## src/rtl/mack_bus_controller.sv

```systemverilog
// 68000 bus controller: region decode into active-low chip selects, boot ROM overlay,
// per-region DTACK generation (internal wait count or external pass-through) and bus timeout.
module mack_bus_controller #(
  parameter int unsigned AW          = 9,
  parameter int unsigned NUM_REGIONS = 3,
  parameter logic [NUM_REGIONS*AW-1:0] REGION_BASE = {9'h000, 9'h078, 9'h070},
  parameter logic [NUM_REGIONS*AW-1:0] REGION_MASK = {9'h1F0, 9'h1F8, 9'h1F8},
  parameter logic [NUM_REGIONS*4-1:0]  REGION_WAIT = {4'd0, 4'd0, 4'd1},
  parameter logic [NUM_REGIONS-1:0]    REGION_EXT  = 3'b010,
  parameter int unsigned BOOT_CYCLES = 8,
  parameter int unsigned TIMEOUT     = 64,
  parameter int unsigned CLKDIV_BITS = 1
) (
  input  logic                   clk_i,
  input  logic                   rst_i,
  input  logic [AW-1:0]          addr_i,
  input  logic                   as_i,
  input  logic                   iack_i,
  input  logic                   dtack_in_i,
  output logic [NUM_REGIONS-1:0] cs_o,
  output logic                   dtack_o,
  output logic                   berr_o,
  output logic                   boot_o,
  output logic                   clk_slow_o
);

  localparam logic [9:0] TimeoutM1 = 10'(TIMEOUT - 1);
  localparam logic [7:0] BootCyc   = 8'(BOOT_CYCLES);

  typedef enum logic [2:0] {StIdle, StWait, StExt, StAck, StFault} state_e;

  state_e                 state_q, state_d;
  logic [3:0]             wcnt_q, wcnt_d;
  logic [9:0]             tcnt_q, tcnt_d;
  logic                   ext_q, ext_d;
  logic                   as_q, as_qq;
  logic [7:0]             boot_cnt_q;
  logic                   boot_q;
  logic [CLKDIV_BITS-1:0] div_q;

  logic [NUM_REGIONS-1:0] hit, sel;
  logic                   win_valid, win_ext, timeout;
  logic [3:0]             win_wait;
  logic [9:0]             tcnt_inc;

  // Decode; the loop runs high to low so the lowest-index hit is the last writer.
  always_comb begin
    hit       = '0;
    sel       = '0;
    win_valid = 1'b0;
    win_wait  = '0;
    win_ext   = 1'b0;
    for (int i = 0; i < NUM_REGIONS; i++) begin
      hit[i] = ((addr_i ^ REGION_BASE[i*AW +: AW]) & REGION_MASK[i*AW +: AW]) == '0;
    end
    if (!boot_q) begin
      sel[0]    = 1'b1;
      win_valid = 1'b1;
      win_wait  = REGION_WAIT[3:0];
      win_ext   = REGION_EXT[0];
    end else begin
      for (int i = NUM_REGIONS - 1; i >= 0; i--) begin
        if (hit[i]) begin
          sel       = '0;
          sel[i]    = 1'b1;
          win_valid = 1'b1;
          win_wait  = REGION_WAIT[i*4 +: 4];
          win_ext   = REGION_EXT[i];
        end
      end
    end
    cs_o = ~(sel & {NUM_REGIONS{~as_i & iack_i & ~rst_i}});
  end

  // AS is registered once; the FSM and the boot counter both work off the sampled copy.
  always_ff @(posedge clk_i or posedge rst_i) begin
    if (rst_i) begin
      as_q       <= 1'b1;
      as_qq      <= 1'b1;
      boot_cnt_q <= '0;
      boot_q     <= 1'b0;
      div_q      <= '0;
    end else begin
      as_q  <= as_i;
      as_qq <= as_q;
      div_q <= div_q + CLKDIV_BITS'(1);
      if (!as_q && as_qq && boot_cnt_q != 8'hFF) begin
        boot_cnt_q <= boot_cnt_q + 8'd1;
      end
      if (as_q && !as_qq && boot_cnt_q >= BootCyc) begin
        boot_q <= 1'b1;
      end
    end
  end

  always_ff @(posedge clk_i or posedge rst_i) begin
    if (rst_i) begin
      state_q <= StIdle;
      wcnt_q  <= '0;
      tcnt_q  <= '0;
      ext_q   <= 1'b0;
    end else begin
      state_q <= state_d;
      wcnt_q  <= wcnt_d;
      tcnt_q  <= tcnt_d;
      ext_q   <= ext_d;
    end
  end

  assign tcnt_inc = (tcnt_q == 10'h3FF) ? tcnt_q : tcnt_q + 10'd1;
  assign timeout  = (tcnt_inc == TimeoutM1);

  always_comb begin
    state_d = state_q;
    wcnt_d  = wcnt_q;
    tcnt_d  = tcnt_q;
    ext_d   = ext_q;
    unique case (state_q)
      StIdle: begin
        if (!as_q) begin
          tcnt_d  = '0;
          wcnt_d  = win_wait;
          ext_d   = win_ext;
          state_d = (!iack_i || !win_valid) ? StExt : StWait;
        end
      end
      StWait: begin
        if (as_q) begin
          state_d = StIdle;
        end else begin
          tcnt_d = tcnt_inc;
          if (ext_q) begin
            state_d = timeout ? StFault : StExt;
          end else if (wcnt_q == '0) begin
            state_d = StAck;
          end else begin
            wcnt_d = wcnt_q - 4'd1;
            if (timeout) state_d = StFault;
          end
        end
      end
      StExt: begin
        if (as_q) begin
          state_d = StIdle;
        end else begin
          tcnt_d = tcnt_inc;
          // Acknowledge takes priority over a timeout landing on the same edge.
          if (!dtack_in_i)  state_d = StAck;
          else if (timeout) state_d = StFault;
        end
      end
      StAck, StFault: begin
        if (as_q) state_d = StIdle;
      end
      default: state_d = StIdle;
    endcase
  end

  assign dtack_o    = (state_q != StAck);
  assign berr_o     = (state_q != StFault);
  assign boot_o     = boot_q;
  assign clk_slow_o = div_q[CLKDIV_BITS-1];

endmodule

```

## config.mk

```make
export PLATFORM = sky130hd
export DESIGN_NAME = mack_bus_controller
export DESIGN_NICKNAME = d
export VERILOG_FILES = /design/src/rtl/mack_bus_controller.sv
export SDC_FILE = /design/constraint.sdc
export NUM_CORES = 1
export LEC_CHECK = 0
export CAP_MARGIN = 25
export CORE_ASPECT_RATIO = 0.75
export CORE_MARGIN = 3
export CORE_UTILIZATION = 25
export DETAILED_ROUTE_END_ITERATION = 10
export MAX_ROUTING_LAYER = met4
export PLACE_DENSITY_LB_ADDON = 0.15
export REMOVE_ABC_BUFFERS = 1
export SETUP_SLACK_MARGIN = 0.3
export SLEW_MARGIN = 30
export SYNTH_ARGS = -nofsm -noshare
export SYNTH_HDL_FRONTEND = slang
export SYNTH_SLANG_ARGS = --single-unit
```

## constraint.sdc

```tcl
create_clock -name clk_i -period 2.25 [get_ports clk_i]
set_input_delay 0.675 -clock clk_i [delete_from_list [all_inputs] [get_ports clk_i]]
set_output_delay 0.675 -clock clk_i [all_outputs]
set_load 0.01 [all_outputs]
```

# Yosys cells after proc, flatten, opt, wreduce, memory -nomap -nowiden
# Index checks and enable logic that the tools add are counted.
[word_totals]
reg_bits = 30
inputBits = 14
output_inout_bits = 7
word_cells = 94
[op_classes]
n_addsub = 4
order_cmp = 1
n_eq_ne = 15
muxes = 34
bitwise_logic = 9
reduce_logical = 22
[op_table]
columns = ["operator", "count"]
rows = [
  ["2-to-1 mux 3 bit", 12],
  ["2-to-1 mux 10 bit", 3],
  ["zero test 9 bit", 3],
  ["case mux 10 bit (2 select lines)", 1],
  ["2-to-1 mux 4 bit", 4],
  ["!= test 2 bit, second input constant", 6],
  ["case mux 3 bit (4 select lines)", 1],
  ["adder 10 x 1 -> 10 bit, second input constant", 1],
  ["== test 10 bit, second input constant", 1],
  ["== test 10 x 6 -> 1 bit, second input constant", 1],
  ["2-to-1 mux 1 bit", 10],
  ["adder 8 x 1 -> 8 bit, second input constant", 1],
  [">= comparator 8 x 4 -> 1 bit, second input constant", 1],
  ["!= test 8 bit, second input constant", 1],
  ["case mux 4 bit (2 select lines)", 1],
  ["== test 3 x 2 -> 1 bit, second input constant", 2],
  ["NOT 3 bit", 2],
  ["AND reduction 5 bit", 1],
  ["logical AND 1 bit", 4],
  ["zero test 1 bit", 4],
  ["zero test 4 bit", 1],
  ["2-to-1 mux 2 bit", 2],
  ["NOT 4 bit", 1],
  ["AND reduction 2 bit", 2],
  ["other kinds (14)", 19],
]

# Longest topological paths before layout
[depth]
depth_word = 10
ltp_mapped = 7
depth_no_buf = 7

# Worst setup path before layout
# Ideal clock, no wire load.
[synth_timing]
kind = "input-to-output"
startpoint = "input addr_i[7]"
endpoint = "output cs_o[0]"
t_arrival_ps = 1253
required_ps = 1575
slack_ps = 322
cell_stages = 4
path_buffers = 0
path_cell_list = "nor2_1 nand2_1 o21a_1 nand2b_1"
[synth_via]
elab_chain_len = 6
word_cells_on_any_way = 7
classes_between = "mux (3); bitwise (2); reduce/logical (2)"
[synth_rtl]
columns = ["element", "line_no", "source"]
rows = [
  ["start: declaration", "16", "input logic [AW-1:0] addr_i,"],
  ["zero test 9 bit", "54", "hit[i] = ((addr_i ^ REGION_BASE[i*AW +: AW]) & REGION_MASK[i*AW +: AW]) == '0;"],
  ["2-to-1 mux 3 bit", "63", "if (hit[i]) begin"],
  ["2-to-1 mux 3 bit *", "63", ""],
  ["2-to-1 mux 1 bit *", "56", "if (!boot_q) begin"],
  ["AND 3 bit *", "72", "cs_o = ~(sel & {NUM_REGIONS{~as_i & iack_i & ~rst_i}});"],
  ["NOT 3 bit *", "72", ""],
  ["end: declaration", "20", "output logic [NUM_REGIONS-1:0] cs_o,"],
]
# Mark *: on every way between the ends. The rest lies on a longest branch, timed or not.

# Worst setup path in the final report
[layout_timing]
startpoint = "input addr_i[8]"
endpoint = "output cs_o[0]"
# Same word-level chain as after synthesis.

==> metrics.cfg <==
[run_status]
outcome=complete, no violations

[cts]
clkTransAtPathRegs_ns=0.07
tritoncts=built
clock_sinks=30
cts_buffer_depth=2
root_buffer=clkbuf_8
htree_levels=2
cts_buffers=5
clock_latency_ns=0.28
holdBufCountCts=0

[place]
portBuffers=17
gp_congestion=0.7806
place_ws_ns=-0.6501
postPlaceCellArea_um2=2176
hpwl_um=3095

[detailed_routing]
drt-total-wl_um=4422
drcViolationCount=0
drtAntennaViolNets=0
wl_per_cell_um=13.32
vias=1569
firstDrtPassIters=4
viasPerCell=4.726
drt_iter0_drc=91

[global_route]
grt_overflow_total=0
met1_usage_pct=16.55
grt_pass1_vias=1587
grt.busiest_layer=met1
grt.total_usage_pct=11.52
grt_pass1_wl_um=7686
grt_max_degree=31
antenna_found_initial=0
met2_usage_pct=15.97
grt.met3_usage_pct=2.701

[setup_path]
cp-end-kind=output pin
r2r_cells=6
cp.arrival_ns=1.46
worstPathMaxFanout=3
r2r_start=tcnt_q[0]
reg2reg_slack_ns=0.46
reg2reg_to=state_q[1]
worst_ep_required_time_ns=1.57
critPathKind=primary input to output pin
critPathLaunchType=primary input

[sta]
slew_headroom_pct=69.56
finalSetupViolations=0
drv_slew=0
hold_viol_final=0
rsz0062_at_grt=yes
min_period_ns=2.133
fin_skew_ns=0.006891
worst_pin_slew_ns=0.4503
setup_ws_ns=0.1168
min_period_over_period_pct=94.81
max_freq_ghz=0.4688

[floorplanning]
die_h_um=80.94
coreArea_um2=7027
fp.dieW_um=105.9
dieArea_um2=8572
rows=26
pin_count=21
start_util_pct=26.64

[job]
drv_cap=0

[cells_and_area]
final_cell_area_um2=2361
final_net_count=251
num_antenna_cells=0
drive_gt1_share_pct=27.35
final_util_pct=33.60
area_growth_syn_to_layout_pct=26.14
final_common_cell=dfrtp_1
layout_common_cells=dfrtp_1, nand2_1, buf_4

[yosys]
synth-edff-count=0
ys.flop_type=dfrtp_1
syn_inst=199
yosysSeqAreaShare_pct=40.24
yosysWarnings=0
synthTopCellsByArea=dfrtp_1, nand2_1, a21oi_1
synth_area_per_cell_um2=9.406
ys_types=56
synth_top_cell_by_area=dfrtp_1
ys_seq_elements=30
synth_top_area_share_pct=37.43
synth-async-reset-ratio_pct=100.0
syn_area_um2=1872

[pwr]
p_per_area_nw_per_um2=902.3
cellLeakagePower_nw=1.047
vdd_ir_drop_max_v=0.0004853

[hold_path]
hold_path.startpoint=clk_slow_o
hold_path.class=flip-flop to flip-flop
min_path_cells=1
holdPathEnd=clk_slow_o

## through the flow
step / setup TNS, ns / power (mW) / hold slack (ns) / std cells
2_1_floorplan: 0 / 1.310 / 0.4128 / 189
3_3_place_gp: -1.761 / 1.560 / 0.4090 / 317
3_5_place_dp: -1.802 / 1.555 / 0.4132 / 317
4_1_cts: 0 / 2.123 / 0.4230 / 330
5_1_grt: 0 / 2.301 / 0.4580 / 332
6_report: 0 / 2.130 / 0.4198 / 332
## synth_stat cells, drive strengths merged (4+ instances only)
| cell | number |
|---|---|
| a21oi | 11 |
| and3 | 6 |
| and4 | 4 |
| buf | 8 |
| dfrtp | 28 |
| ha | 4 |
| inv | 9 |
| nand2 | 24 |
| nand2b | 5 |
| nand3 | 9 |
| nand4 | 9 |
| nor2 | 13 |
| o21ai | 10 |
| o22ai | 4 |
| xnor2 | 6 |
| xor2 | 4 |
## worst max path at each step
stage               depth (start not counted)       from  slack (ns)      end
detailed placement                          6  addr_i[6]       -0.65  cs_o[2]
global route                                6  addr_i[8]        0.08  cs_o[0]
finish                                      6  addr_i[8]        0.12  cs_o[0]
global placement                            6  addr_i[6]       -0.63  cs_o[2]
floorplan                                   4  addr_i[7]        0.32  cs_o[0]
CTS                                         6  addr_i[4]        0.12  cs_o[0]
## per-layer routing
| metal | vias up | part of all wire (%) |
|---|---|---|
| li1 | 791 | - |
| met1 | 755 | 56 |
| met2 | 21 | 41 |
| met3 | 2 | 2.7 |
| met4 | 0 | 0.41 |
| met5 | - | 0 |
## logic make-up after synthesis
logic type,Yosys count,share of synthesized area [%]
buffers and inverters,20,6.617
XOR/XNOR,10,4.679
AND/OR/NAND/NOR,88,27.88
AO/OA/AOI/OAI,44,16.11
adder cells (fa/ha/maj),4,2.674
multiplexers,3,1.805
flip-flops,30,40.24
## timing repair
action | 4_1_cts | 5_1_grt
buffers inserted | 5 | 2
pin swaps | 6 | 7
resized for setup | 50 | 11
setup endpoints to repair | 5 | 5
## power by group
group	internal (mW)	switching (mW)	total (mW)
registers	0.655	0.127	0.782
logic	0.388	0.414	0.802
clock network	0.326	0.220	0.546
## sequential cells by signal, indices dropped and copies added (netlist names)
| signal | cells |
|---|---|
| as_qq | 1 |
| boot_cnt_q | 8 |
| clk_slow_o | 1 |
| ext_q | 1 |
| boot_o | 1 |
| tcnt_q | 10 |
| as_q | 1 |
| wcnt_q | 4 |
| state_q | 3 |
## worst max-delay path: stages
cell	delay (ns)
buf_2	0.11
nor2_4	0.14
nand2_4	0.07
o21a_1	0.20
nand2b_4	0.15
buf_6	0.11
## final cells by class
class                   instances  area [um2]
flip-flops and latches         30       753.2
clock inverters                 3       40.04
repair buffers                 37       299.0
multi-input cells             149        1040
well taps                      98       122.6
inverters                      10       37.54
fillers                       743        4666
clock buffers                   5       68.82
(Power assumes the default switching activity.)
